File: src/rtl/pll_sup_pkg.sv
// Shared types and helpers for the PLL lock supervisor.
package pll_sup_pkg;

  typedef enum logic [1:0] {
    PLL_RESET = 2'd0,
    WAIT_LOCK = 2'd1,
    HOLD      = 2'd2,
    RUN       = 2'd3
  } pll_sup_state_t;

  function automatic logic [31:0] sat_inc(input logic [31:0] val, input logic [31:0] max_val);
    return (val >= max_val) ? val : val + 32'd1;
  endfunction

  function automatic int unsigned max_u(input int unsigned a, input int unsigned b);
    return (a > b) ? a : b;
  endfunction

endpackage

File: src/rtl/sync_ff.sv
// Multi-flop bit synchronizer with asynchronous clear, for single control bits
// crossing into the clk_i domain.
module sync_ff #(
  parameter int unsigned STAGES = 2
) (
  input  logic clk_i,
  input  logic rst_i,
  input  logic d_i,
  output logic q_o
);

  logic [STAGES-1:0] sync_q;

  always_ff @(posedge clk_i or posedge rst_i) begin
    if (rst_i) sync_q <= '0;
    else       sync_q <= {sync_q[STAGES-2:0], d_i};
  end

  assign q_o = sync_q[STAGES-1];

endmodule

File: src/rtl/pll_lock_supervisor.sv
// PLL lock supervisor on the free-running reference clock: debounces lock,
// re-pulses the PLL reset on timeout and sequences the core reset.
module pll_lock_supervisor
  import pll_sup_pkg::*;
#(
  parameter int unsigned SYNC_STAGES     = 2,
  parameter int unsigned PLL_RST_CYCLES  = 64,
  parameter int unsigned LOCK_TIMEOUT    = 500000,
  parameter int unsigned DEBOUNCE_CYCLES = 1024,
  parameter int unsigned HOLD_CYCLES     = 65536,
  parameter int unsigned CNT_W           = 8
) (
  input  logic             clk,
  input  logic             rst,
  input  logic             locked_in,
  output logic             pll_rst,
  output logic             core_rst,
  output logic             lock_ok,
  output logic [CNT_W-1:0] loss_count,
  output logic [CNT_W-1:0] timeout_count
);

  localparam int unsigned MAX_LEN = max_u(max_u(PLL_RST_CYCLES, LOCK_TIMEOUT),
                                          max_u(DEBOUNCE_CYCLES, HOLD_CYCLES));
  localparam int unsigned CW  = $clog2(MAX_LEN) + 1;
  localparam int unsigned DBW = $clog2(DEBOUNCE_CYCLES + 1);
  localparam logic [CW-1:0]    LD_PLL  = CW'(PLL_RST_CYCLES);
  localparam logic [CW-1:0]    LD_WAIT = CW'(LOCK_TIMEOUT);
  localparam logic [CW-1:0]    LD_HOLD = CW'(HOLD_CYCLES);
  localparam logic [DBW-1:0]   DB_DONE = DBW'(DEBOUNCE_CYCLES);
  localparam logic [CNT_W-1:0] CNT_MAX = '1;

  logic           lk_s;
  pll_sup_state_t state_q, state_d;
  logic [CW-1:0]    cnt_q, cnt_d;
  logic [DBW-1:0]   db_q, db_d;
  logic [CNT_W-1:0] loss_q, loss_d;
  logic [CNT_W-1:0] tmo_q, tmo_d;
  logic pll_rst_q, core_rst_q, lock_ok_q;

  sync_ff #(.STAGES(SYNC_STAGES)) u_lock_sync (
    .clk_i (clk),
    .rst_i (rst),
    .d_i   (locked_in),
    .q_o   (lk_s)
  );

  always_comb begin
    state_d = state_q;
    cnt_d   = (cnt_q != '0) ? cnt_q - 1'b1 : cnt_q;
    loss_d  = loss_q;
    tmo_d   = tmo_q;
    // Debounce only runs in WAIT_LOCK; any low sample restarts it.
    db_d = '0;
    if (lk_s && state_q == WAIT_LOCK)
      db_d = (db_q == DB_DONE) ? db_q : db_q + 1'b1;

    unique case (state_q)
      PLL_RESET: begin
        if (cnt_q == CW'(1)) begin
          state_d = WAIT_LOCK;
          cnt_d   = LD_WAIT;
        end
      end
      WAIT_LOCK: begin
        if (db_q == DB_DONE) begin
          state_d = HOLD;
          cnt_d   = LD_HOLD;
        end else if (cnt_q == CW'(1)) begin
          state_d = PLL_RESET;
          cnt_d   = LD_PLL;
          tmo_d   = CNT_W'(sat_inc(32'(tmo_q), 32'(CNT_MAX)));
        end
      end
      HOLD: begin
        if (!lk_s) begin
          state_d = WAIT_LOCK;
          cnt_d   = LD_WAIT;
          loss_d  = CNT_W'(sat_inc(32'(loss_q), 32'(CNT_MAX)));
        end else if (cnt_q == CW'(1)) begin
          state_d = RUN;
          cnt_d   = '0;
        end
      end
      RUN: begin
        if (!lk_s) begin
          state_d = WAIT_LOCK;
          cnt_d   = LD_WAIT;
          loss_d  = CNT_W'(sat_inc(32'(loss_q), 32'(CNT_MAX)));
        end
      end
      default: begin
        state_d = PLL_RESET;
        cnt_d   = LD_PLL;
      end
    endcase
  end

  // Outputs are decoded from the next state so they change with the state register.
  always_ff @(posedge clk or posedge rst) begin
    if (rst) begin
      state_q    <= PLL_RESET;
      cnt_q      <= LD_PLL;
      db_q       <= '0;
      loss_q     <= '0;
      tmo_q      <= '0;
      pll_rst_q  <= 1'b1;
      core_rst_q <= 1'b1;
      lock_ok_q  <= 1'b0;
    end else begin
      state_q    <= state_d;
      cnt_q      <= cnt_d;
      db_q       <= db_d;
      loss_q     <= loss_d;
      tmo_q      <= tmo_d;
      pll_rst_q  <= (state_d == PLL_RESET);
      core_rst_q <= (state_d != RUN);
      lock_ok_q  <= (state_d == RUN);
    end
  end

  assign pll_rst       = pll_rst_q;
  assign core_rst      = core_rst_q;
  assign lock_ok       = lock_ok_q;
  assign loss_count    = loss_q;
  assign timeout_count = tmo_q;

endmodule

File: config.mk
export PLATFORM = sky130hd
export DESIGN_NAME = pll_lock_supervisor
export DESIGN_NICKNAME = d
export VERILOG_FILES = /design/src/rtl/pll_sup_pkg.sv /design/src/rtl/sync_ff.sv /design/src/rtl/pll_lock_supervisor.sv
export SDC_FILE = /design/constraint.sdc
export NUM_CORES = 1
export LEC_CHECK = 0
export ABC_CLOCK_PERIOD_IN_PS = 6900
export CORE_MARGIN = 2
export CORE_UTILIZATION = 41
export DETAILED_ROUTE_END_ITERATION = 10
export PLACE_DENSITY = 0.69
export SYNTH_ARGS = -nofsm -noshare
export SYNTH_HDL_FRONTEND = slang
export SYNTH_SLANG_ARGS = --single-unit
File: constraint.sdc
create_clock -name clk -period 6.9 [get_ports clk]
set_input_delay 1.725 -clock clk [delete_from_list [all_inputs] [get_ports clk]]
set_output_delay 1.725 -clock clk [all_outputs]
set_load 0.005 [all_outputs]
==> flow_metrics.env <==
export IMPL_whs_endpoint="u_lock_sync.sync_q[1]"
export IMPL_worstPathMaxFanout=1
export IMPL_setup_viol=0
export IMPL_cts_setup_buffers=0
export IMPL_netlist_top_cells_area="dfrtp_1, xnor2_1, xor2_1"
export IMPL_gp_congestion=0.814
export IMPL_timing_hold_worst_start="u_lock_sync.sync_q[0]"
export IMPL_critPathMaxStageDelay_ps=520
export IMPL_holdPathStages=0
export IMPL_cts_buffer_depth=2
export IMPL_final_antenna_net_count=0
export IMPL_cts_resized=0
export IMPL_p_leak_nw=1.46
export IMPL_syn2layout_area_growth_pct=13.8
export IMPL_status="finished, final reports clean"
export IMPL_min_period_over_period_pct=44.0
export IMPL_die_area_mm2=0.00753
export IMPL_r2r_cells=7
export IMPL_layout_commonest_cell="dfrtp_1"
export IMPL_vias_per_cell=5.48
export IMPL_holdBufCountCts=0
export IMPL_cts_root_buffer="clkbuf_8"
export IMPL_overflow=0
export IMPL_first_pass_iters=4
export IMPL_dp_slack_ps=4150
export IMPL_die_h_um=86.8
export IMPL_cp_required_ps=5180
export IMPL_drv_slew=0
export IMPL_yosysWarnings=0
export IMPL_drc=0
export IMPL_clk_latency_ps=310
export IMPL_port_buffers=21
export IMPL_gr_usage_met2_pct=24.8
export IMPL_clkTransAtPathRegs_ps=90
export IMPL_synth_edff_count=0
export IMPL_fin_cells=374
export IMPL_first_global_vias=1975
export IMPL_dpl_hpwl_um=3750
export IMPL_startpoint_type="register"
export IMPL_worstMarginPinSlew_ps=723
export IMPL_reg2reg_to="cnt_q[10]"
export IMPL_place_inst=366
export IMPL_p_total_mw=0.510
export IMPL_synth_area_mm2=0.00281
export IMPL_maxCapViolations=0
export IMPL_ioPinCount=22
export IMPL_grt_busiest_layer="met2"
export IMPL_r2r_slack_ps=4360
export IMPL_wl_per_cell_um=14.5
export IMPL_max_slew_margin_pct=51.4
export IMPL_place_area_mm2=0.00310
export IMPL_yosys_area_top_type_share_pct=45.4
export IMPL_cts_htree_levels=2
export IMPL_cp_slowest_cell="dfstp_2"
export IMPL_nNetsFinal=303
export IMPL_worst_setup_path_end_kind="primary output"
export IMPL_fillers=623
export IMPL_skew_ps=12.0
export IMPL_worst_hold_path_type="register to register"
export IMPL_r2r_start="db_q[0]"
export IMPL_max_freq_mhz=329
export IMPL_rsz0062_at_grt="no"
export IMPL_grtUsageMet3_pct=3.43
export IMPL_cts_buffers=5
export IMPL_die_w_um=86.8
export IMPL_fin_crit_ps=3040
export IMPL_synth_seq_cells=54
export IMPL_routed_wl_um=5440
export IMPL_crit_buf_inv=1
export IMPL_drt_initial_drc_count=132
export IMPL_ir_drop_mv=0.0904
export IMPL_worstPathArrival_ps=1310
export IMPL_cts_sinks=54
export IMPL_hold_viol=0
export IMPL_core_mm2=0.00672
export IMPL_fin_ws_ps=3860
export IMPL_cts_tree="built"
export IMPL_ys_seq_area_share_pct=48.2
export IMPL_setup_tns_ps=0
export IMPL_grt_usage_pct=15.8
export IMPL_p_per_area_mw_per_mm2=160
export IMPL_initial_core_util_pct=41.8
export IMPL_syn_inst=269
export IMPL_layout_common_cells="dfrtp_1, nor2_1, xnor2_1"
export IMPL_vias=2049
export IMPL_diodes=0
export IMPL_yosys_area_top_type="dfrtp_1"
export IMPL_async_reset_ff_share_pct=100
export IMPL_fin_area_mm2=0.00320
export IMPL_synth_nets=279
export IMPL_crit_path_cell_trace="clkdlybuf4s50_1"
export IMPL_grt_start_max_net_pins=55
export IMPL_grt_pass1_wl_um=9380
export IMPL_drive_gt1_share_pct=9.18
export IMPL_antenna_found_initial=0
export IMPL_crit_family="flip-flops"
export IMPL_placementRows=30
export IMPL_synth_cell_type_count=47
export IMPL_synth_ff_type="dfrtp_1"
export IMPL_grt_met1_usage_pct=21.9
export IMPL_crit_type="register to primary output"
export IMPL_synth_avg_cell_area_um2=10.4
==> layer usage <==
layer / share of wire [%] / vias to the layer above
li1: - / 1001
met1: 49 / 1013
met2: 47 / 30
met3: 2.7 / 5
met4: 1.0 / 0
met5: 0 / -
==> cell usage after synthesis, drive strengths merged, types with 3 or more instances <==
| cell type | instances |
|---|---|
| clkbuf | 4 |
| nor4 | 7 |
| dfstp | 3 |
| inv | 7 |
| xor2 | 13 |
| or3 | 3 |
| nor2 | 29 |
| o31ai | 4 |
| and4 | 4 |
| nand4 | 12 |
| nand2 | 21 |
| nor3 | 9 |
| nand4b | 3 |
| o21ai | 5 |
| a21oi | 7 |
| dfrtp | 51 |
| a211oi | 4 |
| nand3 | 16 |
| xnor2 | 24 |
| nand2b | 5 |
| and3 | 8 |
| ha | 7 |
==> where the power goes <==
group | total [mW] | internal (mW) | switching (mW)
registers | 0.317 | 0.317 | 0.000243
logic | 0.00761 | 0.00149 | 0.00611
clock network | 0.185 | 0.0831 | 0.102
total | 0.510 | 0.401 | 0.108
==> per-stage QoR <==
stage / hold slack, ps / util [%]
5_1_grt: 377 / 47.6
4_1_cts: 364 / 47.6
2_1_floorplan: 331 / -
3_3_place_gp: 341 / 46.1
3_5_place_dp: 341 / 46.1
6_report: 358 / 47.6
==> worst max path at each step <==
stage / startpoint / to / cells past startpoint
6_report: core_rst / core_rst / 1
5_1_grt: timeout_count[0] / timeout_count[0] / 1
4_1_cts: core_rst / core_rst / 1
3_5_place_dp: rst / db_q[0] / 3
3_3_place_gp: rst / db_q[0] / 3
2_1_floorplan: rst / cnt_q[0] / 1
==> final cells by class <==
type                       count  area, um2  area share (%)
multi-input combinational    202       1390            43.6
clock inverter                 1       8.76           0.274
clock buffer                   7       86.3            2.70
sequential                    54       1360            42.4
tap                           80        100            3.13
inverter                       7       26.3           0.822
timing repair buffer          23        225            7.05
==> registers in the layout, indices dropped and copies added (netlist names) <==
| signal | cells |
|---|---|
| cnt_q | 20 |
| core_rst | 1 |
| db_q | 11 |
| lock_ok | 1 |
| loss_count | 8 |
| pll_rst | 1 |
| state_q | 2 |
| timeout_count | 8 |
| u_lock_sync.sync_q | 2 |
==> cell families (layout without fill, tap and decap cells) <==
group,Yosys count,in the layout,share of synthesized area (%)
buffers and inverters,13,38,2.14
multiplexers,3,3,1.16
XOR/XNOR,37,37,11.5
AND/OR/NAND/NOR,128,128,26.9
flip-flops,54,54,48.2
adder cells (fa/ha/maj),7,7,3.12
AO/OA/AOI/OAI,27,27,6.95
No activity file was read; power rests on OpenSTA's default activity.
